### src/rtl/systolic_feeder.sv
// Skews matrix words onto the edge of a systolic array: word k lands on lanes k..k+MATRIX_SIZE-1.
// Define SYSTOLIC_FEEDER_FLUSH_EN to append MATRIX_SIZE-1 zero beats before DONE.
module systolic_feeder #(
  parameter  int REG_WIDTH    = 16,
  parameter  int MATRIX_SIZE  = 4,
  localparam int ARRAY_SIZE   = 2*MATRIX_SIZE-1,
  localparam int BRAM_DEPTH   = MATRIX_SIZE*REG_WIDTH,
  localparam int OUTPUT_WIDTH = ARRAY_SIZE*REG_WIDTH
) (
  input  logic                    clk,
  input  logic                    reset,
  input  logic                    enable,
  input  logic                    in_valid,
  input  logic [BRAM_DEPTH-1:0]   data_bram,
  output logic                    in_ready,
  output logic [OUTPUT_WIDTH-1:0] out_data,
  output logic                    out_valid,
  output logic                    compute_start,
  output logic                    busy,
  output logic                    done
);
  localparam int CW = $clog2(MATRIX_SIZE) + 1;
  localparam logic [CW-1:0] LAST_K = CW'(MATRIX_SIZE-1);

  typedef enum logic [1:0] {
    IDLE = 2'd0,
    LOAD = 2'd1,
`ifdef SYSTOLIC_FEEDER_FLUSH_EN
    FLUSH = 2'd2,
`endif
    DONE = 2'd3
  } state_t;

  state_t state;
  logic [CW-1:0] k;
  logic accept;
  logic [OUTPUT_WIDTH-1:0] ext;
  logic [OUTPUT_WIDTH-1:0] shifted;

`ifdef SYSTOLIC_FEEDER_FLUSH_EN
  localparam logic [CW-1:0] FLUSH_LAST = CW'(MATRIX_SIZE-2);
  logic [CW-1:0] fc;
`endif

  assign in_ready = (state == LOAD);
  assign busy     = (state != IDLE);
  assign accept   = in_ready && in_valid;

  always_comb begin
    ext = '0;
    ext[BRAM_DEPTH-1:0] = data_bram;
    shifted = ext << (REG_WIDTH * k);
  end

  always_ff @(posedge clk or negedge reset) begin
    if (!reset) begin
      state         <= IDLE;
      k             <= '0;
      out_data      <= '0;
      out_valid     <= 1'b0;
      compute_start <= 1'b0;
      done          <= 1'b0;
`ifdef SYSTOLIC_FEEDER_FLUSH_EN
      fc            <= '0;
`endif
    end else begin
      // Outputs are pulses/beats: default to an idle (all-zero) cycle.
      out_data      <= '0;
      out_valid     <= 1'b0;
      compute_start <= 1'b0;
      done          <= 1'b0;
      case (state)
        IDLE: begin
          if (enable) begin
            state <= LOAD;
            k     <= '0;
          end
        end
        LOAD: begin
          if (accept) begin
            out_data      <= shifted;
            out_valid     <= 1'b1;
            compute_start <= (k == '0);
            k             <= k + 1'b1;
            if (k == LAST_K) begin
`ifdef SYSTOLIC_FEEDER_FLUSH_EN
              if (MATRIX_SIZE > 1) begin
                state <= FLUSH;
                fc    <= '0;
              end else begin
                state <= DONE;
              end
`else
              state <= DONE;
`endif
            end
          end
        end
`ifdef SYSTOLIC_FEEDER_FLUSH_EN
        FLUSH: begin
          out_valid <= 1'b1;
          fc        <= fc + 1'b1;
          if (fc == FLUSH_LAST) state <= DONE;
        end
`endif
        DONE: begin
          done  <= 1'b1;
          state <= IDLE;
        end
        default: state <= IDLE;
      endcase
    end
  end
endmodule

### config.mk
export PLATFORM = sky130hd
export DESIGN_NAME = systolic_feeder
export DESIGN_NICKNAME = d
export VERILOG_FILES = /design/src/rtl/systolic_feeder.sv
export SDC_FILE = /design/constraint.sdc
export NUM_CORES = 1
export LEC_CHECK = 0
export CAP_MARGIN = 25
export CORE_MARGIN = 4
export CORE_UTILIZATION = 41
export DETAILED_ROUTE_END_ITERATION = 10
export MAX_ROUTING_LAYER = met4
export PLACE_DENSITY = 0.76
export SLEW_MARGIN = 20
export SYNTH_ARGS = -nofsm -noshare
export SYNTH_HDL_FRONTEND = slang
export SYNTH_SLANG_ARGS = --single-unit
### constraint.sdc
create_clock -name clk -period 1.6 [get_ports clk]
set_input_delay 0.24 -clock clk [delete_from_list [all_inputs] [get_ports clk]]
set_output_delay 0.24 -clock clk [all_outputs]
set_load 0.01 [all_outputs]
==> impl_results.html <==
<table>
<tr><th>Metric</th><th>Value</th></tr>
<tr><th colspan="2">Routing</th></tr>
<tr><td>Total vias in the final route</td><td>4,692</td></tr>
<tr><td>Via/cell ratio</td><td>between 5 and 6</td></tr>
<tr><td>Detailed-routing iteration count for the pre-antenna-repair pass</td><td>5</td></tr>
<tr><td>Number of DRC markers in iteration 0</td><td>between 500 and 600</td></tr>
<tr><td>Routed len/inst</td><td>around 21 µm</td></tr>
<tr><td>ANT nets after route</td><td>0</td></tr>
<tr><td>Final Routed Wirelength</td><td>17,800 µm</td></tr>
<tr><td>Remaining routing DRC violations</td><td>0</td></tr>
<tr><th colspan="2">Global route</th></tr>
<tr><td>Total global routing overflow</td><td>0</td></tr>
<tr><td>Via count of the first global-routing pass</td><td>4,783</td></tr>
<tr><td>Global-route wire length before repair</td><td>about 27,000 µm</td></tr>
<tr><td>All-layer global routing usage</td><td>24.1%</td></tr>
<tr><td>Number of antenna violations at the first check in global routing</td><td>0</td></tr>
<tr><td>Pin count of the biggest net entering global routing</td><td>72</td></tr>
<tr><th colspan="2">Critical path</th></tr>
<tr><td>Depth of the most critical reg-to-reg path</td><td>4</td></tr>
<tr><td>CP endpoint kind</td><td>output pin</td></tr>
<tr><td>Standard cell with the maximum stage delay on the critical path</td><td>sky130_fd_sc_hd__clkdlybuf4s50_1</td></tr>
<tr><td>Startpoint type of the worst setup path</td><td>flop</td></tr>
<tr><td>Worst Path Max Fanout</td><td>1</td></tr>
<tr><td>Delay of the slowest cell on the worst path</td><td>550 ps</td></tr>
<tr><td>Reg2reg end</td><td>out_data[89]</td></tr>
<tr><td>Critical-path cell list</td><td>clkdlybuf4s50_1</td></tr>
<tr><td>Worst path required time</td><td>1360 ps</td></tr>
<tr><td>Worst Path Arrival</td><td>1340 ps</td></tr>
<tr><td>Launch point of the worst reg-to-reg path</td><td>k[0]</td></tr>
<tr><td>Category of the most critical setup path</td><td>flop to output pin</td></tr>
<tr><td>Cell family contributing the most delay on the critical path</td><td>buffers and inverters</td></tr>
<tr><td>Worst path buffer plus inverter count</td><td>1</td></tr>
<tr><td>Reg2reg setup slack</td><td>approximately 50 ps</td></tr>
<tr><th colspan="2">Timing</th></tr>
<tr><td>Final clock period utilization by the worst path</td><td>99.0%</td></tr>
<tr><td>Unrepaired setup endpoints after global routing</td><td>no</td></tr>
<tr><td>Number of hold violations in the final report</td><td>0</td></tr>
<tr><td>Final Setup Violations</td><td>0</td></tr>
<tr><td>Total negative slack</td><td>0 ps</td></tr>
<tr><td>Number of pins with negative max-slew slack in the final report</td><td>0</td></tr>
<tr><td>Headroom to the max-slew limit</td><td>between 60% and 70%</td></tr>
<tr><td>Fmax</td><td>631 MHz</td></tr>
<tr><td>Least-Margin Pin Slew</td><td>444 ps</td></tr>
<tr><td>Clock skew</td><td>between 15 and 20 ps</td></tr>
<tr><td>Post-layout min period</td><td>roughly 1600 ps</td></tr>
<tr><td>Hold WS</td><td>around 360 ps</td></tr>
<tr><th colspan="2">Clocking</th></tr>
<tr><td>Clk sink count</td><td>120</td></tr>
<tr><td>Clock-pin transition on the worst setup and hold timing paths</td><td>60 ps</td></tr>
<tr><td>Number of clock buffers inserted by TritonCTS</td><td>17</td></tr>
<tr><td>Library cell used as clock root buffer</td><td>sky130_fd_sc_hd__clkbuf_16</td></tr>
<tr><td>Clock latency of the later-clocked register in the worst-skew pair</td><td>420 ps</td></tr>
<tr><td>Clock tree from TritonCTS</td><td>built</td></tr>
<tr><td>CTS HTree Levels</td><td>4</td></tr>
<tr><td>Number of buffers on the longest clock path</td><td>2</td></tr>
<tr><th colspan="2">Yosys</th></tr>
<tr><td>Syn nets</td><td>534</td></tr>
<tr><td>Dominant cell type by area after synthesis</td><td>sky130_fd_sc_hd__dfrtp_1</td></tr>
<tr><td>Warnings from Yosys</td><td>0</td></tr>
<tr><td>Cell types with the largest area share after synthesis</td><td>sky130_fd_sc_hd__dfrtp_1, sky130_fd_sc_hd__mux2i_1, sky130_fd_sc_hd__a211oi_1, sky130_fd_sc_hd__and2_1, sky130_fd_sc_hd__o22ai_1</td></tr>
<tr><td>Number of enable flip-flop cells after synthesis</td><td>0</td></tr>
<tr><td>Per-instance average area after synthesis</td><td>11.8 µm²</td></tr>
<tr><td>Yosys reg bits</td><td>120</td></tr>
<tr><td>Gate Count Post-Synth</td><td>463</td></tr>
<tr><td>Fraction of the yosys area taken by sequential cells</td><td>54.9%</td></tr>
<tr><td>Share of the synthesized area in the top cell type</td><td>54.9%</td></tr>
<tr><td>Number of unique standard cell types used by synthesis</td><td>37</td></tr>
<tr><td>Most instantiated flip-flop cell in the synthesis netlist</td><td>sky130_fd_sc_hd__dfrtp_1</td></tr>
<tr><td>Share of flip-flops with an asynchronous set or reset after synthesis</td><td>100%</td></tr>
<tr><td>Netlist area before placement</td><td>between 0.005 and 0.006 mm²</td></tr>
<tr><th colspan="2">Finish</th></tr>
<tr><td>Area growth, synth to finish</td><td>53.3%</td></tr>
<tr><td>Share of post-route cells with drive strength above 1</td><td>around 14%</td></tr>
<tr><td>Diode count</td><td>0</td></tr>
<tr><td>Most frequent cells in the layout</td><td>sky130_fd_sc_hd__clkdlybuf4s50_1, sky130_fd_sc_hd__dfrtp_1, sky130_fd_sc_hd__mux2i_1</td></tr>
<tr><td>Final-stage net count</td><td>744</td></tr>
<tr><td>Most common library cell in the layout ignoring fill and taps</td><td>sky130_fd_sc_hd__clkdlybuf4s50_1</td></tr>
<tr><td>Fin area</td><td>0.00839 mm²</td></tr>
<tr><td>Final-layout fill cell count</td><td>around 990</td></tr>
<tr><th colspan="2">Pwr</th></tr>
<tr><td>Worst vdd ir</td><td>around 0.84 mV</td></tr>
<tr><td>Cell-internal power</td><td>just over 10,000 µW</td></tr>
<tr><td>Static Leakage</td><td>roughly 0.0038 µW</td></tr>
<tr><td>Share of total power consumed by net switching</td><td>35.0%</td></tr>
<tr><td>Proportion of power drawn by the clock network</td><td>~26%</td></tr>
<tr><td>Logic gate share of total power</td><td>46.1%</td></tr>
<tr><td>Fraction of power consumed by sequential logic</td><td>28.2%</td></tr>
<tr><td>Net Switching</td><td>5550 µW</td></tr>
<tr><td>Power density normalized to cell area</td><td>~1900 mW/mm²</td></tr>
<tr><th colspan="2">Hold path</th></tr>
<tr><td>Hold WC Path Type</td><td>input pin to async pin</td></tr>
<tr><th colspan="2">Run</th></tr>
<tr><td># Max-Cap Violations</td><td>0</td></tr>
<tr><th colspan="2">Floorplan</th></tr>
<tr><td>Row Count</td><td>41</td></tr>
<tr><td>Die Width</td><td>around 120 µm</td></tr>
<tr><td>Y dimension of the die</td><td>124 µm</td></tr>
<tr><td>Effective utilization at floorplan</td><td>between 40% and 50%</td></tr>
<tr><td>Core ar.</td><td>0.0128 mm²</td></tr>
<tr><td>Overall die area</td><td>approximately 0.015 mm²</td></tr>
<tr><td>Ports placed on the boundary</td><td>185</td></tr>
<tr><th colspan="2">Placed design</th></tr>
<tr><td>Port-buffer cells</td><td>184</td></tr>
<tr><td>Detailed placement HPWL</td><td>12,900 µm</td></tr>
<tr><td>Cell area after placement</td><td>0.00769 mm²</td></tr>
<tr><td>Final Wtd Congestion</td><td>0.938</td></tr>
<tr><th colspan="2">Status</th></tr>
<tr><td>Result of the run</td><td>complete, no violations</td></tr>
</table>
flip-flops by register name, indices dropped and copies added (netlist names):
name,flops
state,2
out_data,112
out_valid,1
done,1
compute_start,1
k,3
synthesized netlist by cell type, types with 2 or more instances:
cell type	n
sky130_fd_sc_hd__nand2b_1	2
sky130_fd_sc_hd__mux2i_1	65
sky130_fd_sc_hd__nor2_1	30
sky130_fd_sc_hd__ha_1	3
sky130_fd_sc_hd__nand2_2	2
sky130_fd_sc_hd__nor2b_1	16
sky130_fd_sc_hd__a211oi_1	48
sky130_fd_sc_hd__nand3_2	3
sky130_fd_sc_hd__dfrtp_1	120
sky130_fd_sc_hd__o22ai_1	34
sky130_fd_sc_hd__a22o_1	3
sky130_fd_sc_hd__clkbuf_2	2
sky130_fd_sc_hd__a21o_1	16
sky130_fd_sc_hd__buf_6	2
sky130_fd_sc_hd__inv_1	2
sky130_fd_sc_hd__buf_4	7
sky130_fd_sc_hd__a22oi_1	14
sky130_fd_sc_hd__a21oi_1	18
sky130_fd_sc_hd__buf_2	15
sky130_fd_sc_hd__and2_1	34
sky130_fd_sc_hd__clkbuf_1	9
sky130_fd_sc_hd__buf_12	2
sky130_fd_sc_hd__nor4_4	2
area by class of cell:
| type | count | area, µm² | area share (%) |
|---|---|---|---|
| Clock buffer | 19 | 443 | 5.28 |
| Sequential cell | 120 | 3010 | 35.9 |
| Multi-Input combinational cell | 299 | 2210 | 26.4 |
| Tap cell | 172 | 215 | 2.57 |
| Timing Repair Buffer | 230 | 2300 | 27.4 |
| Inverter | 5 | 20.0 | 0.239 |
| Clock inverter | 13 | 193 | 2.30 |
stage by stage:
stage	cells	power [µW]	util (%)	setup slack (ps)
floorplan	463	8240	-	28.9
global placement	823	11400	60.0	-8.77
detailed placement	823	11600	60.0	-62.1
CTS	856	15700	65.0	5.13
global route	858	16600	65.4	3.34
finish	858	15800	65.4	15.6
repair_timing:
item | CTS | global route
buffers inserted | 0 | 1
hold buffers | 1 | 0
cloned | 0 | 1
hold endpoints to repair | 120 | 0
resized for setup | 6 | 6
endpoints found under the setup margin | 2 | 23
worst max-delay path by stage:
stage	startpoint	to	slack, ps	cells past startpoint
4_1_cts	out_data[9]	out_data[9]	5	1
3_3_place_gp	in_valid	out_data[70]	-9	6
6_report	out_data[1]	out_data[1]	20	1
3_5_place_dp	in_valid	out_data[1]	-60	6
2_1_floorplan	k[1]	k[1]	30	7
5_1_grt	out_data[8]	out_data[8]	3	1
power groups by stage:
stage	logic (µW)	clock network (µW)	registers (µW)
after detailed placement	7110	0	4500
final	7300	4080	4470
after global placement	6940	0	4490
after floorplan	3460	0	4780
after CTS	7150	4120	4460
after global routing	7790	4260	4550
per-layer routing:
layer	track usage (%)	share of wire (%)	vias to the layer above
li1	-	-	2115
met1	30.5	41	2317
met2	37.9	49	221
met3	5.22	6.0	39
met4	9.90	3.7	0
met5	-	0	-
logic make-up (layout without fill, tap and decap cells):
family,after synthesis,after routing,share of synthesized area [%]
adders and majority gates,3,3,0.686
muxes,65,65,11.9
and+or+nand+nor,95,95,10.4
AOI/OAI and AO/OA,136,136,17.1
buffers and inverters,44,267,4.98
DFF,120,120,54.9
Note: power is estimated with default switching activity, not from simulation.
